$ cat config.mk
export PLATFORM = sky130hd
export DESIGN_NAME = sun_tracker
export DESIGN_NICKNAME = d
export VERILOG_FILES = /design/src/rtl/sun_tracker.sv
export SDC_FILE = /design/constraint.sdc
export NUM_CORES = 1
export LEC_CHECK = 0
export ABC_AREA = 1
export BUFFER_PORTS_ARGS = -buffer_cell sky130_fd_sc_hd__buf_4
export CORE_MARGIN = 4
export CORE_UTILIZATION = 55
export DETAILED_ROUTE_END_ITERATION = 6
export GPL_ROUTABILITY_DRIVEN = 0
export PLACE_DENSITY = 0.75
export SYNTH_ARGS = -nofsm -noshare
export SYNTH_HDL_FRONTEND = slang
export SYNTH_SLANG_ARGS = --single-unit
export TNS_END_PERCENT = 50
$ cat constraint.sdc
create_clock -name clk -period 4 [get_ports clk]
set_input_delay 0.2 -clock clk [delete_from_list [all_inputs] [get_ports clk]]
set_output_delay 0.2 -clock clk [all_outputs]
set_load 0.05 [all_outputs]
$ cat src/rtl/sun_tracker.sv
// Two-axis solar tracker: turns east/west and north/south lux imbalance into timed
// azimuth/elevation motor steps with deadband, confirmation, settle time and runaway fault.
module sun_tracker #(
    parameter int DEADBAND      = 8,
    parameter int CONFIRM       = 3,
    parameter int STEP_CYCLES   = 1000,
    parameter int SETTLE_CYCLES = 5000,
    parameter int MAX_STEPS     = 64,
    parameter int NIGHT_LUX     = 16
) (
    input  logic       clk,
    input  logic       rst,
    input  logic [7:0] n_lux,
    input  logic [7:0] e_lux,
    input  logic [7:0] s_lux,
    input  logic [7:0] w_lux,
    input  logic       sample_valid,
    output logic       az_east,
    output logic       az_west,
    output logic       el_north,
    output logic       el_south,
    output logic       busy,
    output logic       night,
    output logic       fault
);

    localparam int CYC_MAX = (STEP_CYCLES > SETTLE_CYCLES) ? STEP_CYCLES : SETTLE_CYCLES;
    localparam int CNT_W   = $clog2(CYC_MAX) + 1;
    localparam int CONF_W  = $clog2(CONFIRM + 1);
    localparam int STEP_W  = $clog2(MAX_STEPS + 1);

    localparam logic [8:0]        DB_LIM      = 9'(DEADBAND);
    localparam logic [7:0]        NIGHT_LIM   = 8'(NIGHT_LUX);
    localparam logic [CONF_W-1:0] CONF_MAX    = CONF_W'(CONFIRM);
    localparam logic [STEP_W-1:0] STEP_MAX    = STEP_W'(MAX_STEPS);
    localparam logic [CNT_W-1:0]  STEP_LAST   = CNT_W'(STEP_CYCLES - 1);
    localparam logic [CNT_W-1:0]  SETTLE_LAST = CNT_W'(SETTLE_CYCLES - 1);

    typedef enum logic [2:0] {
        IDLE, EVAL, MOVE_AZ, MOVE_EL, SETTLE, FAULT
    } state_t;

    state_t            state;
    logic [7:0]        n_r, e_r, s_r, w_r;
    logic [CONF_W-1:0] az_cnt, el_cnt;
    logic              az_dir, el_dir;
    logic [STEP_W-1:0] step_count;
    logic [CNT_W-1:0]  cyc;

    logic signed [8:0] d_ew, d_ns;
    logic              az_imb, el_imb, is_night;
    logic [CONF_W-1:0] az_nx, el_nx;
    logic [STEP_W-1:0] step_inc;

    function automatic logic [8:0] mag9(input logic signed [8:0] d);
        return d[8] ? unsigned'(-d) : unsigned'(d);
    endfunction

    // Confirmation counter: restart on a direction change, saturate at CONFIRM.
    function automatic logic [CONF_W-1:0] next_conf(input logic imb, input logic dir_new,
                                                    input logic dir_old,
                                                    input logic [CONF_W-1:0] c);
        if (!imb)
            return '0;
        else if (dir_new != dir_old)
            return CONF_W'(1);
        else if (c == CONF_MAX)
            return c;
        else
            return c + 1'b1;
    endfunction

    always_comb begin
        d_ew     = signed'({1'b0, e_r}) - signed'({1'b0, w_r});
        d_ns     = signed'({1'b0, n_r}) - signed'({1'b0, s_r});
        az_imb   = mag9(d_ew) > DB_LIM;
        el_imb   = mag9(d_ns) > DB_LIM;
        az_nx    = next_conf(az_imb, d_ew[8], az_dir, az_cnt);
        el_nx    = next_conf(el_imb, d_ns[8], el_dir, el_cnt);
        is_night = (n_r < NIGHT_LIM) && (e_r < NIGHT_LIM) &&
                   (s_r < NIGHT_LIM) && (w_r < NIGHT_LIM);
        step_inc = step_count + 1'b1;
    end

    // Sample capture: data only, no reset needed.
    always_ff @(posedge clk) begin
        if (state == IDLE && sample_valid) begin
            n_r <= n_lux;
            e_r <= e_lux;
            s_r <= s_lux;
            w_r <= w_lux;
        end
    end

    always_ff @(posedge clk) begin
        if (rst) begin
            state      <= IDLE;
            az_cnt     <= '0;
            el_cnt     <= '0;
            az_dir     <= 1'b0;
            el_dir     <= 1'b0;
            step_count <= '0;
            cyc        <= '0;
            az_east    <= 1'b0;
            az_west    <= 1'b0;
            el_north   <= 1'b0;
            el_south   <= 1'b0;
            busy       <= 1'b0;
            night      <= 1'b0;
            fault      <= 1'b0;
        end else begin
            case (state)
                IDLE: begin
                    if (sample_valid) begin
                        state <= EVAL;
                        busy  <= 1'b1;
                    end
                end
                EVAL: begin
                    if (is_night) begin
                        night      <= 1'b1;
                        az_cnt     <= '0;
                        el_cnt     <= '0;
                        step_count <= '0;
                        state      <= IDLE;
                        busy       <= 1'b0;
                    end else begin
                        night <= 1'b0;
                        cyc   <= '0;
                        if (az_imb) az_dir <= d_ew[8];
                        if (el_imb) el_dir <= d_ns[8];
                        if (!az_imb && !el_imb) step_count <= '0;
                        // Azimuth wins a tie; the elevation count is carried forward.
                        if (az_nx == CONF_MAX) begin
                            az_cnt     <= '0;
                            el_cnt     <= el_nx;
                            step_count <= step_inc;
                            if (step_inc == STEP_MAX) begin
                                state <= FAULT;
                                fault <= 1'b1;
                                busy  <= 1'b0;
                            end else begin
                                state   <= MOVE_AZ;
                                az_east <= ~d_ew[8];
                                az_west <= d_ew[8];
                            end
                        end else if (el_nx == CONF_MAX) begin
                            az_cnt     <= az_nx;
                            el_cnt     <= '0;
                            step_count <= step_inc;
                            if (step_inc == STEP_MAX) begin
                                state <= FAULT;
                                fault <= 1'b1;
                                busy  <= 1'b0;
                            end else begin
                                state    <= MOVE_EL;
                                el_north <= ~d_ns[8];
                                el_south <= d_ns[8];
                            end
                        end else begin
                            az_cnt <= az_nx;
                            el_cnt <= el_nx;
                            state  <= IDLE;
                            busy   <= 1'b0;
                        end
                    end
                end
                MOVE_AZ, MOVE_EL: begin
                    if (cyc == STEP_LAST) begin
                        az_east  <= 1'b0;
                        az_west  <= 1'b0;
                        el_north <= 1'b0;
                        el_south <= 1'b0;
                        cyc      <= '0;
                        state    <= SETTLE;
                    end else begin
                        cyc <= cyc + 1'b1;
                    end
                end
                SETTLE: begin
                    if (cyc == SETTLE_LAST) begin
                        cyc   <= '0;
                        state <= IDLE;
                        busy  <= 1'b0;
                    end else begin
                        cyc <= cyc + 1'b1;
                    end
                end
                FAULT: begin
                    state <= FAULT;
                end
                default: begin
                    state <= IDLE;
                end
            endcase
        end
    end

endmodule

-- Word level (Yosys, flattened, before mapping)
Index checks and enable logic that the tools add are counted.
- bits in registers: 69
- bits of input ports: 35
- word-level logic and storage cells: 140
- $lt $le $gt $ge: 6
- reduce and logical (&&, ||, !) cells: 23
- eq/ne operators: 22
- mux-type cells: 60
- $add $sub $neg: 8
- bitwise logic cells: 3
- operators with widths (operator ; number):
    $mux W14 ; 3
    $pmux W14 S3 ; 1
    $lt A8 B5 Y1 const B ; 4
    $mux W7 ; 4
    $mux W1 ; 25
    $mux W3 ; 8
    $mux W2 ; 11
    $gt A9 B4 Y1 const B ; 2
    $mux W9 ; 2
    $neg A9 Y9 ; 2
    $sub A8 B8 Y9 ; 2
    $ne A2 B2 Y1 const B ; 8
    $pmux W3 S5 ; 1
    $reduce_and A3 Y1 ; 5
    $add A14 B1 Y14 const B ; 1
    $eq A14 B10 Y1 const B ; 1
    $eq A14 B13 Y1 const B ; 1
    $eq A2 B2 Y1 const B ; 4
    $pmux W1 S2 ; 4
    $add A7 B1 Y7 const B ; 1
    $eq A7 B7 Y1 const B ; 1
    $eq A3 B2 Y1 const B ; 2
    $eq A3 B3 Y1 const B ; 2
    $reduce_and A6 Y1 ; 1
    other kinds (14) ; 26

-- Longest topological paths before layout
- depth in word-level cells: 10
- mapped depth: 25
- gate-level depth less buffers: 24

-- Worst setup path after synthesis
OpenSTA, ideal clock, no wires.
- kind: reg-to-reg
- start: register w_r[0]
- end: register step_count[2]
- cell stages (with the launch flop): 24
- arrival: 2.622 ns
- library setup time: 0.114 ns
- setup slack: 1.264 ns
- period minus slack after synthesis: 2.736 ns
- required time: 3.886 ns
- cell sequence: edfxtp_1 > ha_1 > inv_1 > fa_1 > inv_1 > ha_1 > inv_1 > a21oi_1 > nand3_1 > nor2_1 > nand2_1 > nand2_1 > nand2_1 > nand2_1 > nand2_1 > nor2_2 > nand2_1 > nand2_2 > nand2_4 > nor2_2 > nor2_2 > buf_6 > nor2_1 > nor2_2
- cells in the longest elaborated chain, start to end: 8
- elaborated cells between the ends (all ways): 16
- classes of those cells: add/sub: 2; order compare: 2; eq/ne: 2; mux: 5; reduce/logical: 5
- ends and longest elaborated chain (element ; RTL line ; source):
    start: declaration ; 44 ; logic [7:0] n_r, e_r, s_r, w_r;
    start signal: assignment ; 91 ; w_r <= w_lux;
    $sub A8 B8 Y9 ; 74 ; d_ew = signed'({1'b0, e_r}) - signed'({1'b0, w_r});
    $neg A9 Y9 ; 56 ; return d[8] ? unsigned'(-d) : unsigned'(d);
    $mux W9 ; 56 ;
    $gt A9 B4 Y1 ; 76 ; az_imb = mag9(d_ew) > DB_LIM;
    $mux W2 or $logic_not A1 Y1 (tied branches) ; 63, 132 ;
    $eq A2 B2 Y1 or $logic_and A1 B1 Y1 (tied branches) ; 134, 132 ;
    $reduce_bool A4 Y1 (no source line) or $mux W7 (tied branches) ; -- ;
    $reduce_and A2 Y1 (no source line) or $mux W7 (tied branches) ; -- ;
    end signal: assignment ; 137 ; step_count <= step_inc;
    end signal: assignment ; 150 ; step_count <= step_inc;
    end: declaration ; 47 ; logic [STEP_W-1:0] step_count;
Several ways; a longest one is shown, not always the timed one.
A chain may end at the register's enable or synchronous reset.

-- Worst setup path after layout
- start: register e_r[0]
- end: register step_count[1]
- cells in the longest elaborated chain, start to end: 8
- elaborated cells between the ends (all ways): 18
- classes of those cells: add/sub: 2; order compare: 2; eq/ne: 2; mux: 5; reduce/logical: 7
- ends and longest elaborated chain (element ; RTL line ; source):
    start: declaration ; 44 ;
    start signal: assignment ; 89 ; e_r <= e_lux;
    $sub A8 B8 Y9 ; 74 ;
    $neg A9 Y9 ; 56 ;
    $mux W9 ; 56 ;
    $gt A9 B4 Y1 ; 76 ;
    $mux W2 or $logic_not A1 Y1 (tied branches) ; 63, 132 ;
    $eq A2 B2 Y1 or $logic_and A1 B1 Y1 (tied branches) ; 134, 132 ;
    $reduce_bool A4 Y1 (no source line) or $mux W7 (tied branches) ; -- ;
    $reduce_and A2 Y1 (no source line) or $mux W7 (tied branches) ; -- ;
Several ways; a longest one is shown, not always the timed one.

==> flow_metrics.py <==
metrics = {
    "route": {
        "drt-initial-drc-count": 150,
        "wl_per_cell_um": 11.7,
        "post-route-drc-count": 0,
        "wl_um": 8870,
        "viasPerCell": 5.08,
        "antenna_left": 0,
        "via_count": 3839,
        "drt_first_pass_iters": 4,
    },
    "logic_synthesis": {
        "synth_top_family_by_area": "simple AND/OR/NAND/NOR gates",
        "netlist_area_um2": 4330,
        "synth_fa_ha_area_share_pct": 7.00,
        "synth_cells": 596,
        "synth_compound_area_share_pct": 11.0,
        "synth_nets": 654,
        "ys_ff_latch": 69,
        "synthXorXnorAreaFrac_pct": 1.42,
        "syn_avg_cell_area_um2": 7.26,
        "muxShareOfSynthArea_pct": 0,
        "synth_warnings": 0,
        "yosys.area_share.simple_pct": 31.7,
        "yosys.cell_types.count": 37,
        "synth_seq_area_share_pct": 39.3,
    },
    "timing": {
        "rsz0062_at_grt": "false",
        "finalCriticalPeriod_ns": 3.20,
        "min_period_over_period_pct": 79.9,
        "max_freq_mhz": 313,
        "worst_pin_slew_ns": 0.734,
        "finalHoldViolCount": 0,
        "tns_ns": 0,
        "maxSlewViolCount": 0,
        "finClkSkew_ns": 0.0113,
        "relSlewSlack_pct": 51.0,
        "setup_viol": 0,
    },
    "clock_tree": {
        "cts_tree": "yes",
        "clock_sinks": 69,
        "cts_resized": 0,
        "cts_inserted_buffers": 9,
        "htree_levels": 3,
        "clock_latency_ns": 0.36,
        "cts_buffer_depth": 2,
        "clock-root-buffer": "clkbuf_8",
        "clk_pin_slew_ns": 0.08,
    },
    "worst_setup_path": {
        "start_kind": "register",
        "critical_path_class": "register to register",
        "arrival_ns": 3.44,
        "reg2regPathDepth": 20,
        "r2r-end": "step_count[1]",
        "r2r-start": "e_r[0]",
        "end_kind": "register",
        "ff2ff_setup_slack_ns": 0.80,
        "critPathRequiredTime_ns": 4.25,
        "crit_fanout": 11,
    },
    "grt": {
        "antenna_found_initial": 0,
        "grt_first_pass_wirelength_um": 15300,
        "overflow": 0,
        "grt_pass1_vias": 3680,
        "track_usage_pct": 19.4,
        "grt_max_degree": 23,
    },
    "min_path": {
        "whs_endpoint": "w_r[1]",
        "hold_start": "w_lux[1]",
        "hold_path_depth": 1,
        "hold_path.class": "input pin to register",
    },
    "power": {
        "ir_worst_vdd_mv": 0.304,
        "cellPowerDensity_nw_per_um2": 532,
        "p_leak_nw": 2.34,
    },
    "die": {
        "die_h_um": 96.7,
        "ioPinCount": 42,
        "initial_core_util_pct": 56.3,
        "die_area_um2": 9350,
        "row_count": 32,
        "core_area_um2": 7690,
        "die_w_um": 96.7,
    },
    "place": {
        "hpwl_um": 6670,
        "place_area_um2": 4730,
        "dpl.cell_count": 735,
        "port_buffers": 41,
    },
    "finish": {
        "fin_nets": 707,
        "area_delta_synth_final_pct": 15.9,
        "final_cell_area_um2": 5020,
        "drive_gt1_share_pct": 14.7,
        "layoutNonFillerInstCount": 756,
        "diodes": 0,
    },
    "job": {
        "max-cap-violations": 0,
    },
    "run_status": {
        "outcome": "finished, final reports clean",
    },
}
[worst max path at each step]
| stage | endpoint | slack (ns) | startpoint | cells past startpoint |
|---|---|---|---|---|
| floorplan | step_count[2] | 1.26 | w_r[0] | 23 |
| global placement | step_count[1] | 0.90 | e_r[0] | 20 |
| detailed placement | step_count[2] | 0.82 | e_r[0] | 20 |
| CTS | step_count[5] | 0.78 | e_r[0] | 20 |
| global route | step_count[1] | 0.42 | e_r[0] | 20 |
| finish | step_count[1] | 0.80 | e_r[0] | 20 |
[synthesized netlist by cell type (all sizes together)]
master	count	area, um^2
o41ai	1	8.76
fa	2	40.0
inv	100	375
a21oi	44	231
a2111oi	1	10.0
o31ai	1	7.51
xor2	7	61.3
buf	3	30.0
nand2	158	638
o21a	5	37.5
o21bai	2	15.0
a31o	1	8.76
dfxtp	37	741
nand4	9	56.3
nor3	8	45.0
nor4	4	25.0
clkbuf	2	7.51
ha	21	263
nand3b	5	37.5
nand3	48	255
o22ai	1	6.26
o21ai	27	135
a211oi	1	7.51
o211ai	1	7.51
or2	1	6.26
nor2	74	310
edfxtp	32	961
[stage by stage]
step / power, W / utilization (%) / setup slack (ns) / hold slack (ns)
finish: 0.00267 / 65.3 / 0.805 / 0.0185
global route: 0.00289 / 65.3 / 0.416 / 0.00138
CTS: 0.00268 / 65.0 / 0.783 / 0.000416
detailed placement: 0.00201 / 61.6 / 0.819 / 0.379
global placement: 0.00198 / 61.6 / 0.897 / 0.378
floorplan: 0.00178 / - / 1.26 / 0.299
[registers in the layout (all words and copies together) (netlist names)]
| signal | cells |
|---|---|
| e_r | 8 |
| az_east | 1 |
| az_cnt | 2 |
| el_south | 1 |
| el_north | 1 |
| busy | 1 |
| night | 1 |
| el_cnt | 2 |
| az_dir | 1 |
| s_r | 8 |
| n_r | 8 |
| state | 3 |
| fault | 1 |
| step_count | 7 |
| cyc | 14 |
| el_dir | 1 |
| w_r | 8 |
| az_west | 1 |
[power by group]
group	internal (W)	switching, W	leakage [nW]
sequential	0.000849	0.0000526	0.606
clock	0.000389	0.000272	0.119
combinational	0.000380	0.000726	1.62
total	0.00162	0.00105	2.34
[cells by family after synthesis]
group / after synthesis
buffers and inverters: 105
adder cells (fa/ha/maj): 23
AND/OR/NAND/NOR: 307
XOR/XNOR: 7
flip-flops: 69
AO/OA/AOI/OAI: 85
[cells in the final DEF (no fill, tap or decap), drive strengths merged, types with 2 or more instances in the layout]
cell type and n:
o21ai 27, dfxtp 37, nor2 74, fa 2, nand4 9, nand3 48
buf 42, o21a 5, nand2 158, nor3 8, clkbuf 11, ha 21
edfxtp 32, bufinv 2, inv 101, a21oi 44, o21bai 2, xor2 7
nand3b 5, nor4 4, clkinv 2, dlygate4sd3 5
[area by class of cell]
class / count / area [um^2]
Fill cell: 675 / 2670
Tap cell: 102 / 128
Timing Repair Buffer: 47 / 365
Inverter: 100 / 375
Clock inverter: 5 / 80.1
Clock buffer: 11 / 153
Sequential cell: 69 / 1700
Multi-Input combinational cell: 422 / 2210
[what timing repair did]
action,in CTS,in global routing
buffers inserted,0,0
endpoints found under the hold margin,3,2
hold buffers,3,2
[critical path: stages, from the launching register on]
cell and delay [ns]:
edfxtp_1 0.37, inv_1 0.06, ha_1 0.13, inv_1 0.07, fa_1 0.42, nand2_2 0.11, nand2_2 0.08, nand3_1 0.09
nand2_1 0.23, inv_1 0.25, nand3_1 0.09, nand2_1 0.08, nand3_1 0.07, nor2_2 0.13, nand2_1 0.08, o21ai_1 0.20
nor2_2 0.05, nor2_2 0.37, nand2_1 0.10, nand2_1 0.08, nor2_1 0.04
[layer usage]
layer,vias to the layer above,GRT usage (%),share of wire [%]
li1,2037,-,-
met1,1740,23.1,46
met2,56,34.2,50
met3,6,5.55,3.6
met4,0,5.40,0.76
met5,-,0,0
Power figures use the tool's default switching activity.
